### src/rtl/link_anim_sequencer_pkg.sv
// Shared types and sprite-code constants for the player animation sequencer.
`default_nettype none

package zelda_anim_pkg;

  typedef enum logic [1:0] {
    DIR_DOWN  = 2'd0,
    DIR_UP    = 2'd1,
    DIR_LEFT  = 2'd2,
    DIR_RIGHT = 2'd3
  } dir_t;

  typedef enum logic [1:0] {
    ST_IDLE   = 2'd0,
    ST_WALK   = 2'd1,
    ST_ATTACK = 2'd2
  } state_t;

  localparam int WALK_FRAMES = 2;
  localparam int ATK_FRAMES  = 4;

  localparam logic [4:0] SPR_WALK_DOWN_0   = 5'b00000;
  localparam logic [4:0] SPR_WALK_RIGHT_0  = 5'b01100;
  localparam logic [4:0] SPR_SWORD_DOWN_0  = 5'b10000;
  localparam logic [4:0] SPR_SWORD_RIGHT_3 = 5'b11111;

  // Sprite code layout consumed by the ROM and palette muxes.
  function automatic logic [4:0] sprite_code(input logic atk, input dir_t d,
                                             input logic [1:0] f);
    return {atk, d, f};
  endfunction

endpackage

`default_nettype wire

### src/rtl/link_anim_sequencer_if.sv
// Key/attack inputs and sprite-selection outputs of the animation sequencer.
`default_nettype none

interface link_anim_if;
  logic       frame_tick;
  logic       key_up;
  logic       key_down;
  logic       key_left;
  logic       key_right;
  logic       attack_req;
  logic [4:0] sprite_sel;
  logic [1:0] dir;
  logic       moving;
  logic       attacking;
  logic       attack_done;

  modport master (
    output frame_tick, key_up, key_down, key_left, key_right, attack_req,
    input  sprite_sel, dir, moving, attacking, attack_done
  );

  modport slave (
    input  frame_tick, key_up, key_down, key_left, key_right, attack_req,
    output sprite_sel, dir, moving, attacking, attack_done
  );
endinterface

`default_nettype wire

### src/rtl/link_anim_sequencer_anim_tick_div.sv
// Frame-tick divider: pulses advance on the tick that completes div ticks.
`default_nettype none

module anim_tick_div #(
  parameter int W = 8
) (
  input  wire logic         Clk,
  input  wire logic         Reset_n,
  input  wire logic         clear,
  input  wire logic         tick,
  input  wire logic [W-1:0] div,
  output logic              advance
);

  logic [W-1:0] cnt;
  logic         at_end;

  assign at_end  = (cnt == div - W'(1));
  // A tick in a clearing cycle is consumed, never turned into an advance.
  assign advance = tick & at_end & ~clear;

  always_ff @(posedge Clk) begin
    if (!Reset_n || clear) begin
      cnt <= '0;
    end else if (tick) begin
      cnt <= at_end ? '0 : cnt + W'(1);
    end
  end

endmodule

`default_nettype wire

### src/rtl/link_anim_sequencer.sv
// Player sprite animation FSM: idle / 2-frame walk / 4-frame sword swing.
`default_nettype none

module link_anim_sequencer
  import zelda_anim_pkg::*;
#(
  parameter int unsigned WALK_DIV = 8,
  parameter int unsigned ATK_DIV  = 4
) (
  input  wire logic  Clk,
  input  wire logic  Reset_n,
  link_anim_if.slave bus
);

  localparam logic [1:0] LAST_ATK_FRAME = 2'(ATK_FRAMES - 1);

  state_t     state, state_n;
  dir_t       dir_q, dir_n, key_dir;
  logic [1:0] frame, frame_n;
  logic       key_any, clear, advance, done_n;
  logic       moving_q, attacking_q, done_q;
  logic [7:0] div_sel;

  assign div_sel = (state == ST_ATTACK) ? 8'(ATK_DIV) : 8'(WALK_DIV);

  anim_tick_div #(.W(8)) u_div (
    .Clk     (Clk),
    .Reset_n (Reset_n),
    .clear   (clear),
    .tick    (bus.frame_tick),
    .div     (div_sel),
    .advance (advance)
  );

  always_comb begin
    key_any = bus.key_up | bus.key_down | bus.key_left | bus.key_right;
    key_dir = DIR_RIGHT;
    if (bus.key_up)        key_dir = DIR_UP;
    else if (bus.key_down) key_dir = DIR_DOWN;
    else if (bus.key_left) key_dir = DIR_LEFT;
  end

  always_comb begin
    state_n = state;
    dir_n   = dir_q;
    frame_n = frame;
    clear   = 1'b0;
    done_n  = 1'b0;
    case (state)
      ST_IDLE: begin
        frame_n = 2'd0;
        clear   = 1'b1;
        if (bus.attack_req) begin
          state_n = ST_ATTACK;
        end else if (key_any) begin
          state_n = ST_WALK;
          dir_n   = key_dir;
        end
      end
      ST_WALK: begin
        if (bus.attack_req) begin
          state_n = ST_ATTACK;
          frame_n = 2'd0;
          clear   = 1'b1;
        end else if (!key_any) begin
          state_n = ST_IDLE;
          frame_n = 2'd0;
          clear   = 1'b1;
        end else begin
          dir_n = key_dir;
          if (advance) frame_n = {1'b0, ~frame[0]};
        end
      end
      ST_ATTACK: begin
        // Keys and new attack requests are deliberately ignored mid-swing.
        if (advance) begin
          if (frame == LAST_ATK_FRAME) begin
            state_n = ST_IDLE;
            frame_n = 2'd0;
            done_n  = 1'b1;
          end else begin
            frame_n = frame + 2'd1;
          end
        end
      end
      default: begin
        state_n = ST_IDLE;
        frame_n = 2'd0;
        clear   = 1'b1;
      end
    endcase
  end

  always_ff @(posedge Clk) begin
    if (!Reset_n) begin
      state       <= ST_IDLE;
      dir_q       <= DIR_DOWN;
      frame       <= 2'd0;
      moving_q    <= 1'b0;
      attacking_q <= 1'b0;
      done_q      <= 1'b0;
    end else begin
      state       <= state_n;
      dir_q       <= dir_n;
      frame       <= frame_n;
      moving_q    <= (state_n == ST_WALK);
      attacking_q <= (state_n == ST_ATTACK);
      done_q      <= done_n;
    end
  end

  assign bus.sprite_sel  = sprite_code(attacking_q, dir_q, frame);
  assign bus.dir         = dir_q;
  assign bus.moving      = moving_q;
  assign bus.attacking   = attacking_q;
  assign bus.attack_done = done_q;

endmodule

`default_nettype wire

### src/flat_wrapper.sv
// flat-port wrapper written by rule: the top's interface ports become plain ports
module link_anim_sequencer_flat import zelda_anim_pkg::*;
#(
  parameter int unsigned WALK_DIV = 8,
  parameter int unsigned ATK_DIV  = 4
)
  (Clk, Reset_n, bus_frame_tick, bus_key_up, bus_key_down, bus_key_left, bus_key_right, bus_attack_req, bus_sprite_sel, bus_dir, bus_moving, bus_attacking, bus_attack_done);
  link_anim_if bus_i ();
  input  wire logic Clk;
  input  wire logic Reset_n;
  input wire logic [$bits(bus_i.frame_tick)-1:0] bus_frame_tick;
  input wire logic [$bits(bus_i.key_up)-1:0] bus_key_up;
  input wire logic [$bits(bus_i.key_down)-1:0] bus_key_down;
  input wire logic [$bits(bus_i.key_left)-1:0] bus_key_left;
  input wire logic [$bits(bus_i.key_right)-1:0] bus_key_right;
  input wire logic [$bits(bus_i.attack_req)-1:0] bus_attack_req;
  output wire logic [$bits(bus_i.sprite_sel)-1:0] bus_sprite_sel;
  output wire logic [$bits(bus_i.dir)-1:0] bus_dir;
  output wire logic [$bits(bus_i.moving)-1:0] bus_moving;
  output wire logic [$bits(bus_i.attacking)-1:0] bus_attacking;
  output wire logic [$bits(bus_i.attack_done)-1:0] bus_attack_done;
  assign bus_i.frame_tick = bus_frame_tick;
  assign bus_i.key_up = bus_key_up;
  assign bus_i.key_down = bus_key_down;
  assign bus_i.key_left = bus_key_left;
  assign bus_i.key_right = bus_key_right;
  assign bus_i.attack_req = bus_attack_req;
  assign bus_sprite_sel = bus_i.sprite_sel;
  assign bus_dir = bus_i.dir;
  assign bus_moving = bus_i.moving;
  assign bus_attacking = bus_i.attacking;
  assign bus_attack_done = bus_i.attack_done;
  link_anim_sequencer #(.WALK_DIV(WALK_DIV), .ATK_DIV(ATK_DIV)) u_core (.Clk(Clk), .Reset_n(Reset_n), .bus(bus_i));
endmodule
### config.mk
export PLATFORM = sky130hd
export DESIGN_NAME = link_anim_sequencer_flat
export DESIGN_NICKNAME = d
export VERILOG_FILES = /design/src/rtl/link_anim_sequencer_pkg.sv /design/src/rtl/link_anim_sequencer_if.sv /design/src/rtl/link_anim_sequencer_anim_tick_div.sv /design/src/rtl/link_anim_sequencer.sv /design/src/flat_wrapper.sv
export SDC_FILE = /design/constraint.sdc
export NUM_CORES = 1
export LEC_CHECK = 0
export CAP_MARGIN = 20
export CORE_MARGIN = 2
export CORE_UTILIZATION = 50
export CTS_BUF_LIST = sky130_fd_sc_hd__clkbuf_4
export DETAILED_ROUTE_END_ITERATION = 8
export PLACE_DENSITY = 0.74
export SLEW_MARGIN = 20
export SYNTH_ARGS = -nofsm -noshare
export SYNTH_HDL_FRONTEND = slang
export SYNTH_SLANG_ARGS = --single-unit
export TNS_END_PERCENT = 5
### constraint.sdc
create_clock -name Clk -period 2.9 [get_ports Clk]
set_clock_uncertainty 0.2 [all_clocks]
set_input_delay 0.29 -clock Clk [delete_from_list [all_inputs] [get_ports Clk]]
set_output_delay 0.29 -clock Clk [all_outputs]
set_load 0.1 [all_outputs]
== Yosys cells after proc, flatten, opt, wreduce, memory -nomap -nowiden ==
Cells that the tools add are included.

* Bits of input ports: 8
* Register bits: 17

* Bitwise logic cells: 8
* Mux-type cells: 22
* Equal/unequal tests: 8
* Reduce and logical (&&, ||, !) cells: 7
* Add/subtract/negate cells: 3

{| class="wikitable"
|+ Operators by type and width
! operator !! count
|-
| 2-bit 2-to-1 mux || 13
|-
| 8-bit by 1-bit adder with 8-bit output (second input constant) || 1
|-
| 8-bit == test || 1
|-
| 8-bit 2-to-1 mux || 1
|-
| 8-bit by 1-bit subtractor with 8-bit output (second input constant) || 1
|-
| 2-bit == test (second input constant) || 3
|-
| 2-bit one-hot mux with 3 select lines || 1
|-
| 3-bit AND reduction || 2
|-
| 2-bit by 1-bit == test with 1-bit output (second input constant) || 2
|-
| 1-bit 2-to-1 mux || 4
|-
| 4-bit 2-to-1 mux || 1
|-
| 4-bit inequality test (second input constant) || 1
|-
| 2-bit one-hot mux with 2 select lines || 1
|-
| 1-bit NOT || 3
|-
| 1-bit bitwise OR || 3
|-
| 2-bit by 1-bit adder with 2-bit output (second input constant) || 1
|-
| 1-bit AND || 2
|-
| 2-bit zero test || 1
|-
| 2-bit by 1-bit inequality test with 1-bit output (second input constant) || 1
|-
| 1-bit one-hot mux with 2 select lines || 1
|-
| 2-bit AND reduction || 1
|-
| 2-bit OR reduction || 1
|-
| 1-bit zero test || 1
|-
| 1-bit logical OR || 1
|}

== Logic depth before layout (Yosys ltp) ==
Gate-level depths: netlist (run 1).

* Word-level depth: 12
* Depth in mapped cells: 8
* Gate-level depth less buffers: 7

== Hierarchy ==
From an unflattened synthesis (run 1), not the netlist that was laid out.

* Cells, all modules: 138
* Area total of the unflattened synthesis: 1197.4 sq um

{| class="wikitable"
|+ By module, submodules not included
! module !! cells each !! area each (sq um) !! times used
|-
| anim_tick_div || 77 || 658.1 || 1
|-
| link_anim_sequencer || 61 || 539.3 || 1
|}

== Least setup slack after synthesis (run 1) ==
OpenSTA, ideal clock, no wires.

* Path type: flip-flop to flip-flop
* Start point: register u_core.frame[1]
* End point: register u_core.attacking_q (netlist: u_core.bus.attacking)
* Buffers on the path: 0
* Stages on the path, launching flop included: 6
* Clock period less this slack: 2.378 ns
* Arrival: 2.117 ns
* Setup slack: 0.522 ns
* Required time: 2.639 ns
* Path through: dfxtp_1 -> ha_1 -> nor4bb_1 -> nand3_1 -> a31oi_2 -> and4b_1

* Longest elaborated chain between the ends: 5

{| class="wikitable"
|+ Ends and longest elaborated chain
! element !! line !! RTL
|-
| start: declaration || link_anim_sequencer.sv:19 || <nowiki>logic [1:0] frame, frame_n;</nowiki>
|-
| start signal: assignment || link_anim_sequencer.sv:105 || <nowiki>frame <= frame_n;</nowiki>
|-
| 2-bit == test || link_anim_sequencer.sv:77 || <nowiki>if (frame == LAST_ATK_FRAME) begin</nowiki>
|-
| 2-bit 2-to-1 mux || link_anim_sequencer.sv:77 ||
|-
| 2-bit 2-to-1 mux || link_anim_sequencer.sv:76 || <nowiki>if (advance) begin</nowiki>
|-
| 2-bit one-hot mux with 3 select lines || link_anim_sequencer.sv:49 || <nowiki>case (state)</nowiki>
|-
| 2-bit == test || link_anim_sequencer.sv:107 || <nowiki>attacking_q <= (state_n == ST_ATTACK);</nowiki>
|-
| end signal: assignment || link_anim_sequencer.sv:107 ||
|-
| end: declaration || link_anim_sequencer.sv:21 || <nowiki>logic moving_q, attacking_q, done_q;</nowiki>
|}

No other way between the ends.
A chain may end at the register's enable or synchronous reset.

== Worst setup path in the final report (run 1) ==
* Start point: register u_core.state[0]
* End point: register u_core.frame[0]

* Longest elaborated chain between the ends: 8
* Elaborated cells on any way between the ends: 13

{| class="wikitable"
|+ Ends and longest elaborated chain
! element !! line !! RTL
|-
| start: declaration || link_anim_sequencer.sv:17 || <nowiki>state_t state, state_n;</nowiki>
|-
| start signal: assignment || link_anim_sequencer.sv:103 || <nowiki>state <= state_n;</nowiki>
|-
| 2-bit == test || link_anim_sequencer.sv:24, link_anim_sequencer.sv:49 ||
|-
| 4-bit 2-to-1 mux || link_anim_sequencer.sv:24 || <nowiki>assign div_sel = (state == ST_ATTACK) ? 8'(ATK_DIV) : 8'(WALK_DIV);</nowiki>
|-
| 8-bit by 1-bit subtractor with 8-bit output || link_anim_sequencer_anim_tick_div.sv:18 || <nowiki>assign at_end = (cnt == div - W'(1));</nowiki>
|-
| 8-bit == test || link_anim_sequencer_anim_tick_div.sv:18 ||
|-
| 1-bit AND (2 in series) || link_anim_sequencer_anim_tick_div.sv:20 || <nowiki>assign advance = tick & at_end & ~clear;</nowiki>
|-
| 4-bit inequality test (no line) or 2-bit by 1-bit inequality test with 1-bit output (tied branches) || n/a ||
|-
| 2-bit AND reduction (no line) || n/a ||
|}

Parallel ways exist; a longest one is shown, timed or not.

==> impl_summary.txt, run 1 <==
----------------------------------------------------
[Clock network]
  Buffer count from post-CTS setup fixing ... 0
  CTS resizes ... 0
  Htree depth ... 1
  Root Buffer Master ... sky130_fd_sc_hd__clkbuf_4
  CTS buffer count ... 3
  TritonCTS clock tree ... yes
  Maximum clock path buffer count ... 2
  CTS sink count ... 17
  Hold buffer count at cts ... 0
  Clock slew seen by the registers of the worst setup and hold paths ... 100 ps
  Worst-Skew Late Latency ... approximately 290 ps

[Run status]
  Outcome ... finished clean

[Final layout]
  Area of combinational cells with multiple inputs ... between 600 and 700 um2
  Flip-flop and latch area ... approximately 340 um2
  Final net count ... 137
  Layout cells sized above 1 ... between 20% and 30%
  Count of antenna diodes in the layout ... 0
  Number of filler cells placed in the layout ... 179
  Post-synthesis to final-layout area growth ... 17.0%
  Post-route standard cell area excluding fillers ... 1180 um2

[Yosys]
  Primary flip-flop cell chosen by synthesis mapping ... sky130_fd_sc_hd__dfxtp_1
  Cells taking the most area after synthesis ... sky130_fd_sc_hd__dfxtp_1 34%, sky130_fd_sc_hd__ha_1 7.5%, sky130_fd_sc_hd__xor2_1 6.1%
  Yosys cell types ... 39
  Post-Synthesis Net Count ... 120
  Most frequently used cell type in the post-synthesis netlist ... sky130_fd_sc_hd__dfxtp_1
  Share of the yosys chip area belonging to registers ... between 30 and 40%
  Total number of yosys warnings ... 0
  Number of register bits inferred by synthesis ... 17
  Async SR Flop Fraction ... 0%
  Top cell type by total area after synthesis ... sky130_fd_sc_hd__dfxtp_1
  Netlist area before placement ... 1010 um2
  Area share of the largest cell type after synthesis ... 33.8%
  Syn Area/Cell ... around 9.5 um2
  Syn Inst Count ... around 110
  Number of synthesized flops with an enable pin ... 0
  Cell types with the highest counts after synthesis ... 17 x sky130_fd_sc_hd__dfxtp_1, 12 x sky130_fd_sc_hd__nor2_1, 7 x sky130_fd_sc_hd__xor2_1

[Placed design]
  Count of input and output buffers ... 17
  RePlAce Congestion ... approximately 0.8
  Total half-perimeter wirelength after legalization and detailed placement ... between 1000 and 1500 um
  Placed cell areas ... between 1000 and 1500 um2

[Setup path]
  Top fanout value on the critical path ... 8
  Critical path class ... flip-flop to flip-flop
  Required time of the critical path ... approximately 2900 ps
  Critical Path End Type ... flip-flop
  Startpoint type of the worst setup path ... flip-flop
  Endpoint arrival time on the critical path ... 2200 ps

[Drt]
  Drt via density ... 5.41
  DRC errors left ... 0
  Highest signal layer in the routed design ... met4
  Wire length after detailed routing ... around 1800 um
  Average detailed-routed wire length per instance ... 12.2 um
  Routed wl met2 ... roughly 800 um
  Number of optimization iterations in the first detailed-route pass ... 4
  Number of nets with antenna violations after routing ... 0
  Metal3 WL ... about 90 um
  Via count ... a little over 800
  Routed metal-1 wire length ... ~900 um
  1st-iter DRT viols ... 7

[STA]
  Final Max Slew Viols ... 0
  Actual slew at the worst max-slew pin ... 462 ps
  Hold Worst Slack ... 308 ps
  Aggregate negative setup slack ... 0 ps
  Final period demand of the worst path ... 2210 ps
  Period Utilization, post-route ... around three quarters
  Setup repair after global routing missed its margin ... no
  Setup violators final ... 0
  Worst relative slew slack ... 69.2%
  Highest attainable clock frequency ... around 450 MHz
  Endpoints failing hold ... 0

[Global route]
  Number of global-route vias before repair ... about 720
  Pin count of the biggest net entering global routing ... 11
  Global router's overall resource usage ... between 10% and 20%
  Antenna violations before repair ... 0
  First-pass GRT wire length ... between 3000 and 4000 um
  Overflow after GRT ... 0

[Floorplanning]
  Die Ht ... 48.9 um
  Initial cell density of the core ... between 50% and 60%
  Top-level I/O count ... 18
  Die Outline Area ... ~2400 um2
  Site Rows ... 16
  Core footprint ... slightly below 2000 um2
  DIE WIDTH ... 48.9 um

[Pwr]
  Maximum VDD drop ... roughly 0.31 mV
  Pwr/cell area ... around 470 nW/um2
  Total power draw ... roughly 0.56 mW
  Leakage ... about 0.48 nW

[Worst hold path]
  Worst Hold Class ... flip-flop to flip-flop

[Job]
  Max capacitance violation total ... 0

----------------------------------------------------
[where the power goes]
group          internal, mW  switching, mW
combinational        0.0559          0.126
clock                0.0513         0.0743
sequential            0.243        0.00924
total                 0.350          0.209
[placed cells by master, fill, tap and decap left out, types with 4 or more instances in the layout]
cell / synthesis / routed
sky130_fd_sc_hd__buf_4: 4 / 10
sky130_fd_sc_hd__inv_1: 4 / 4
sky130_fd_sc_hd__nor2_1: 12 / 12
sky130_fd_sc_hd__clkdlybuf4s50_1: 0 / 7
sky130_fd_sc_hd__xor2_1: 7 / 7
sky130_fd_sc_hd__nand2_1: 6 / 6
sky130_fd_sc_hd__dfxtp_1: 17 / 17
sky130_fd_sc_hd__ha_1: 6 / 6
sky130_fd_sc_hd__nand3_1: 4 / 4
[worst paths after layout]
path | slack [ps] | cells after the start | startpoint | end
worst min-delay path | 310 | 1 | u_core.frame[1] | u_core.frame[1]
worst min register to register | 310 | 1 | u_core.frame[1] | u_core.frame[1]
worst max-delay path | 690 | 7 | u_core.state[0] | u_core.frame[0]
worst max register to register | 690 | 7 | u_core.state[0] | u_core.frame[0]
[area by class of cell]
type / instances / share of cell area [%]
Clock buffer: 3 / 1.91
Inverter: 4 / 1.27
Sequential cell: 17 / 28.9
Multi-Input combinational cell: 80 / 52.3
Timing Repair Buffer: 17 / 12.3
Tap cell: 27 / 2.87
Clock inverter: 1 / 0.425
[sequential cells by signal, indices dropped and copies added, names as in the netlist]
signal	count
u_core.state	2
u_core.bus.moving	1
u_core.bus.attacking	1
u_core.u_div.cnt	8
u_core.frame	2
u_core.bus.dir	2
u_core.bus.attack_done	1
[routing by layer]
| layer | track usage, % | vias up |
|---|---|---|
| met2 | 26.5 | 21 |
| li1 | - | 410 |
| met5 | 0 | - |
| met3 | 6.44 | 3 |
| met4 | 2.86 | 0 |
| met1 | 22.6 | 372 |
[per-stage QoR]
step / instances / utilization [%] / setup slack, ps
after floorplan: 106 / - / 522
after global placement: 145 / 59.9 / 646
after detailed placement: 145 / 59.9 / 567
after CTS: 149 / 61.3 / 706
after global routing: 149 / 61.3 / 495
final: 149 / 61.3 / 690
[cell families (layout without fill, tap and decap cells)]
| logic type | Yosys count | count (layout) | synth area share, % |
|---|---|---|---|
| fa+ha+maj | 6 | 6 | 7.45 |
| simple gates | 46 | 46 | 30.4 |
| mux | 1 | 1 | 1.12 |
| xor+xnor | 8 | 8 | 6.96 |
| flops | 17 | 17 | 33.8 |
| compound gates | 19 | 19 | 15.3 |
| buf+inv | 9 | 25 | 4.97 |
[worst max-delay path, cell delays in order, from the launching register on]
cell	delay, ps
sky130_fd_sc_hd__dfxtp_1	460
sky130_fd_sc_hd__inv_1	100
sky130_fd_sc_hd__ha_1	320
sky130_fd_sc_hd__xor2_1	240
sky130_fd_sc_hd__nand4_2	220
sky130_fd_sc_hd__nor2b_4	200
sky130_fd_sc_hd__o22ai_1	110
sky130_fd_sc_hd__mux2_2	270
No activity file was read; power rests on OpenSTA's default activity.
==> run 2, diff against run 1 <==
==> constraint.sdc (replaced) <==
create_clock -name Clk -period 2.3 [get_ports Clk]
set_clock_uncertainty 0.2 [all_clocks]
set_input_delay 0.23 -clock Clk [delete_from_list [all_inputs] [get_ports Clk]]
set_output_delay 0.23 -clock Clk [all_outputs]
set_load 0.1 [all_outputs]
==> run 2 against run 1 <==
  * Worst setup slack got worse by 510 ps
  * Die area unchanged
  * Register-to-register slack worse by 510 ps
  * Combinational power up 29%
  * Critical path type unchanged
  * Largest cell class unchanged
==> impl_summary.txt, run 2 (synthesized netlist as in run 1, its figures left out) <==
----------------------------------------------------
[STA]
  Worst relative slew slack ... 68.8% (was 69.2%)
  Setup repair after global routing missed its margin ... no (unchanged)
  Setup violators final ... 0 (unchanged)
  Period Utilization, post-route ... 92.0% (was 76.2%)
  Final Max Slew Viols ... 0 (unchanged)
  Final period demand of the worst path ... 2120 ps (was 2210 ps)
  Endpoints failing hold ... 0 (unchanged)
  Aggregate negative setup slack ... 0 ps (unchanged)
  Highest attainable clock frequency ... 472 MHz (was 453 MHz)
  Actual slew at the worst max-slew pin ... 465 ps (was 462 ps)

[Pwr]
  Proportion of power drawn by flip-flops and latches ... 43.9% (was 45.1%)
  Maximum VDD drop ... 0.340 mV (was 0.313 mV)
  Combinational cell fraction of total power ... 32.4% (was 32.5%)
  Switching part of the total power ... 36.5% (was 37.4%)
  Clock network power share ... 23.7% (was 22.5%)
  Leakage ... 0.492 nW (was 0.475 nW)
  Total power draw ... 0.724 mW (was 0.559 mW)
  Switch Pwr ... 0.264 mW (was 0.209 mW)
  Internal Pwr Total ... 0.460 mW (was 0.350 mW)
  Pwr/cell area ... 601 nW/um2 (was 475 nW/um2)

[Drt]
  1st-iter DRT viols ... 11 (was 7)
  Drt via density ... 5.47 (was 5.41)
  DRC errors left ... 0 (unchanged)
  Wire length after detailed routing ... 1990 um (was 1810 um)
  Via count ... 831 (was 806)
  Number of nets with antenna violations after routing ... 0 (unchanged)
  Average detailed-routed wire length per instance ... 13.1 um (was 12.2 um)
  Number of optimization iterations in the first detailed-route pass ... 4 (unchanged)

[Final layout]
  Leading cell types in the layout, fill and taps excluded ... 15 x sky130_fd_sc_hd__dfxtp_1, 13 x sky130_fd_sc_hd__buf_4, 12 x sky130_fd_sc_hd__nor2_1 (was 17 x sky130_fd_sc_hd__dfxtp_1, 12 x sky130_fd_sc_hd__nor2_1, 10 x sky130_fd_sc_hd__buf_4)
  Post-synthesis to final-layout area growth ... 19.8% (was 17.0%)
  Top reg by flops ... u_core.u_div.cnt (unchanged)
  Count of antenna diodes in the layout ... 0 (unchanged)
  Most common cell after layout, fill and taps aside ... sky130_fd_sc_hd__dfxtp_1 (unchanged)
  Post-route non-filler standard cell count ... 152 (was 149)
  Final net count ... 140 (was 137)
  Number of flip-flops under the largest register name ... 8 (unchanged)
  Number of filler cells placed in the layout ... 181 (was 179)
  Layout cells sized above 1 ... 25.6% (was 22.1%)

[Run status]
  Outcome ... finished clean (unchanged)

[Setup path]
  Top fanout value on the critical path ... 6 (was 8)
  Critical-path top delay cell ... sky130_fd_sc_hd__dfxtp_1 (unchanged)
  Reg2Reg Depth ... 7 (unchanged)
  R2R Setup Slk ... 180 ps (was 690 ps)
  Launch instance of the worst register-to-register path ... u_core.state[0] (unchanged)
  Biggest cell delay along the critical path ... 460 ps (about the same)
  Critical path class ... flip-flop to flip-flop (unchanged)
  Cell chain of the critical path ... inv_1 -> ha_1 -> xor2_1 -> nand4_2 -> nor2b_4 -> o22ai_1 -> mux2_2 (unchanged)
  FF-to-FF End ... u_core.frame[0] (unchanged)
  Critical Path End Type ... flip-flop (unchanged)
  Startpoint type of the worst setup path ... flip-flop (unchanged)
  Endpoint arrival time on the critical path ... 2100 ps (was 2200 ps)
  Required time of the critical path ... 2280 ps (was 2890 ps)

[Clock network]
  Root Buffer Master ... sky130_fd_sc_hd__clkbuf_4 (unchanged)
  CTS resizes ... 0 (unchanged)
  CTS sink count ... 17 (unchanged)
  Hold buffer count at cts ... 0 (unchanged)
  Buffer count from post-CTS setup fixing ... 0 (unchanged)
  Htree depth ... 1 (unchanged)
  Worst-Skew Late Latency ... 290 ps (about the same)
  Maximum clock path buffer count ... 2 (unchanged)
  Clock slew seen by the registers of the worst setup and hold paths ... 90 ps (was 100 ps)
  CTS buffer count ... 3 (unchanged)
  TritonCTS clock tree ... yes (unchanged)

[Floorplanning]
  Core footprint ... 1920 um2 (unchanged)
  DIE WIDTH ... 48.9 um (unchanged)
  Top-level I/O count ... 18 (unchanged)
  Initial cell density of the core ... 52.4% (unchanged)
  Die Outline Area ... 2390 um2 (unchanged)
  Die Ht ... 48.9 um (unchanged)
  Site Rows ... 16 (unchanged)

[Job]
  Max capacitance violation total ... 0 (unchanged)

[Worst hold path]
  Cells on Worst Hold Path ... 1 (unchanged)
  Worst Hold Class ... flip-flop to flip-flop (unchanged)
  Hold Path Sink ... u_core.frame[1] (unchanged)
  Hold path startpoint ... u_core.frame[1] (unchanged)

[Placed design]
  RePlAce Congestion ... 0.803 (was 0.798)
  Total half-perimeter wirelength after legalization and detailed placement ... 1560 um (was 1400 um)
  Count of input and output buffers ... 17 (unchanged)
  Dpl cells ... 148 (was 145)

[Global route]
  Global router's overall resource usage ... 18.2% (was 17.0%)
  Overflow after GRT ... 0 (unchanged)
  Number of global-route vias before repair ... 755 (was 715)
  Antenna violations before repair ... 0 (unchanged)
  First-pass GRT wire length ... 3450 um (was 3200 um)
  Pin count of the biggest net entering global routing ... 10 (was 11)

----------------------------------------------------
-- run 2: changes by cell type in the layout (fill, tap and decap cells not counted) --
cell,delta
sky130_fd_sc_hd__clkinv_2,-1
sky130_fd_sc_hd__clkbuf_4,+1
sky130_fd_sc_hd__buf_4,+3
sky130_fd_sc_hd__dfxtp_2,+2
sky130_fd_sc_hd__dfxtp_1,-2
-- run 2: power groups by stage --
stage | sequential, mW | combinational (mW) | clock (mW)
after detailed placement | 0.325 | 0.235 | 0
after global placement | 0.324 | 0.231 | 0
after floorplan | 0.374 | 0.135 | 0
after global routing | 0.321 | 0.250 | 0.190
after CTS | 0.318 | 0.235 | 0.180
final | 0.318 | 0.235 | 0.172
-- run 2: per-stage QoR --
stage / utilization [%] / cell area [um2] / worst slack, ps / hold WS, ps
floorplan: - / 1010 / 270 / 177
global placement: 61.2 / 1180 / 113 / 262
detailed placement: 61.2 / 1180 / 52.3 / 257
CTS: 62.8 / 1210 / 189 / 286
global route: 62.8 / 1210 / 28.6 / 319
finish: 62.8 / 1210 / 184 / 281
-- run 2: worst max path at each step --
| stage | depth (start not counted) | from | to | slack [ps] |
|---|---|---|---|---|
| final | 7 | u_core.state[0] | u_core.frame[0] | 180 |
| after global routing | 7 | u_core.state[0] | u_core.frame[0] | 30 |
| after CTS | 7 | u_core.state[0] | u_core.frame[0] | 190 |
| after detailed placement | 6 | bus_key_down | u_core.u_div.cnt[0] | 50 |
| after global placement | 6 | bus_key_down | u_core.u_div.cnt[6] | 110 |
| after floorplan | 5 | u_core.frame[1] | u_core.bus.attacking | 270 |
-- run 2: layout make-up --
type / count / area [um2] / share of cell area, %
Clock buffer: 4 / 30.0 / 2.49
Inverter: 4 / 15.0 / 1.24
Multi-Input combinational cell: 80 / 617 / 51.1
Sequential cell: 17 / 343 / 28.4
Tap cell: 27 / 33.8 / 2.80
Timing Repair Buffer: 20 / 168 / 13.9
-- run 2: per-layer routing --
layer / GRT usage, % / wire length (um) / up-vias
met3: 1.84 / 70 / 4
met2: 28.1 / 960 / 22
met5: 0 / 0 / -
met1: 25.9 / 927 / 391
li1: - / - / 414
met4: 7.14 / 29 / 0
-- run 2: critical path: cells and delay by family, from the launching register on --
| kind | cells | cell delay (ps) |
|---|---|---|
| buffers and inverters | 1 | 100 |
| XOR/XNOR | 1 | 220 |
| AND/OR/NAND/NOR | 2 | 420 |
| multiplexers | 1 | 270 |
| adder cells (fa/ha/maj) | 1 | 240 |
| AO/OA/AOI/OAI | 1 | 110 |
| flip-flops | 1 | 460 |
==> run 3, diff against run 2 <==
--- a/config.mk
+++ b/config.mk
@@ -5,6 +5,7 @@
 export SDC_FILE = /design/constraint.sdc
 export NUM_CORES = 1
 export LEC_CHECK = 0
+export ABC_CLOCK_PERIOD_IN_PS = 2300
 export CAP_MARGIN = 20
 export CORE_MARGIN = 2
 export CORE_UTILIZATION = 50
==> results of run 3 <==
No change in the layout: final DEF, timing and power equal those of run 2.
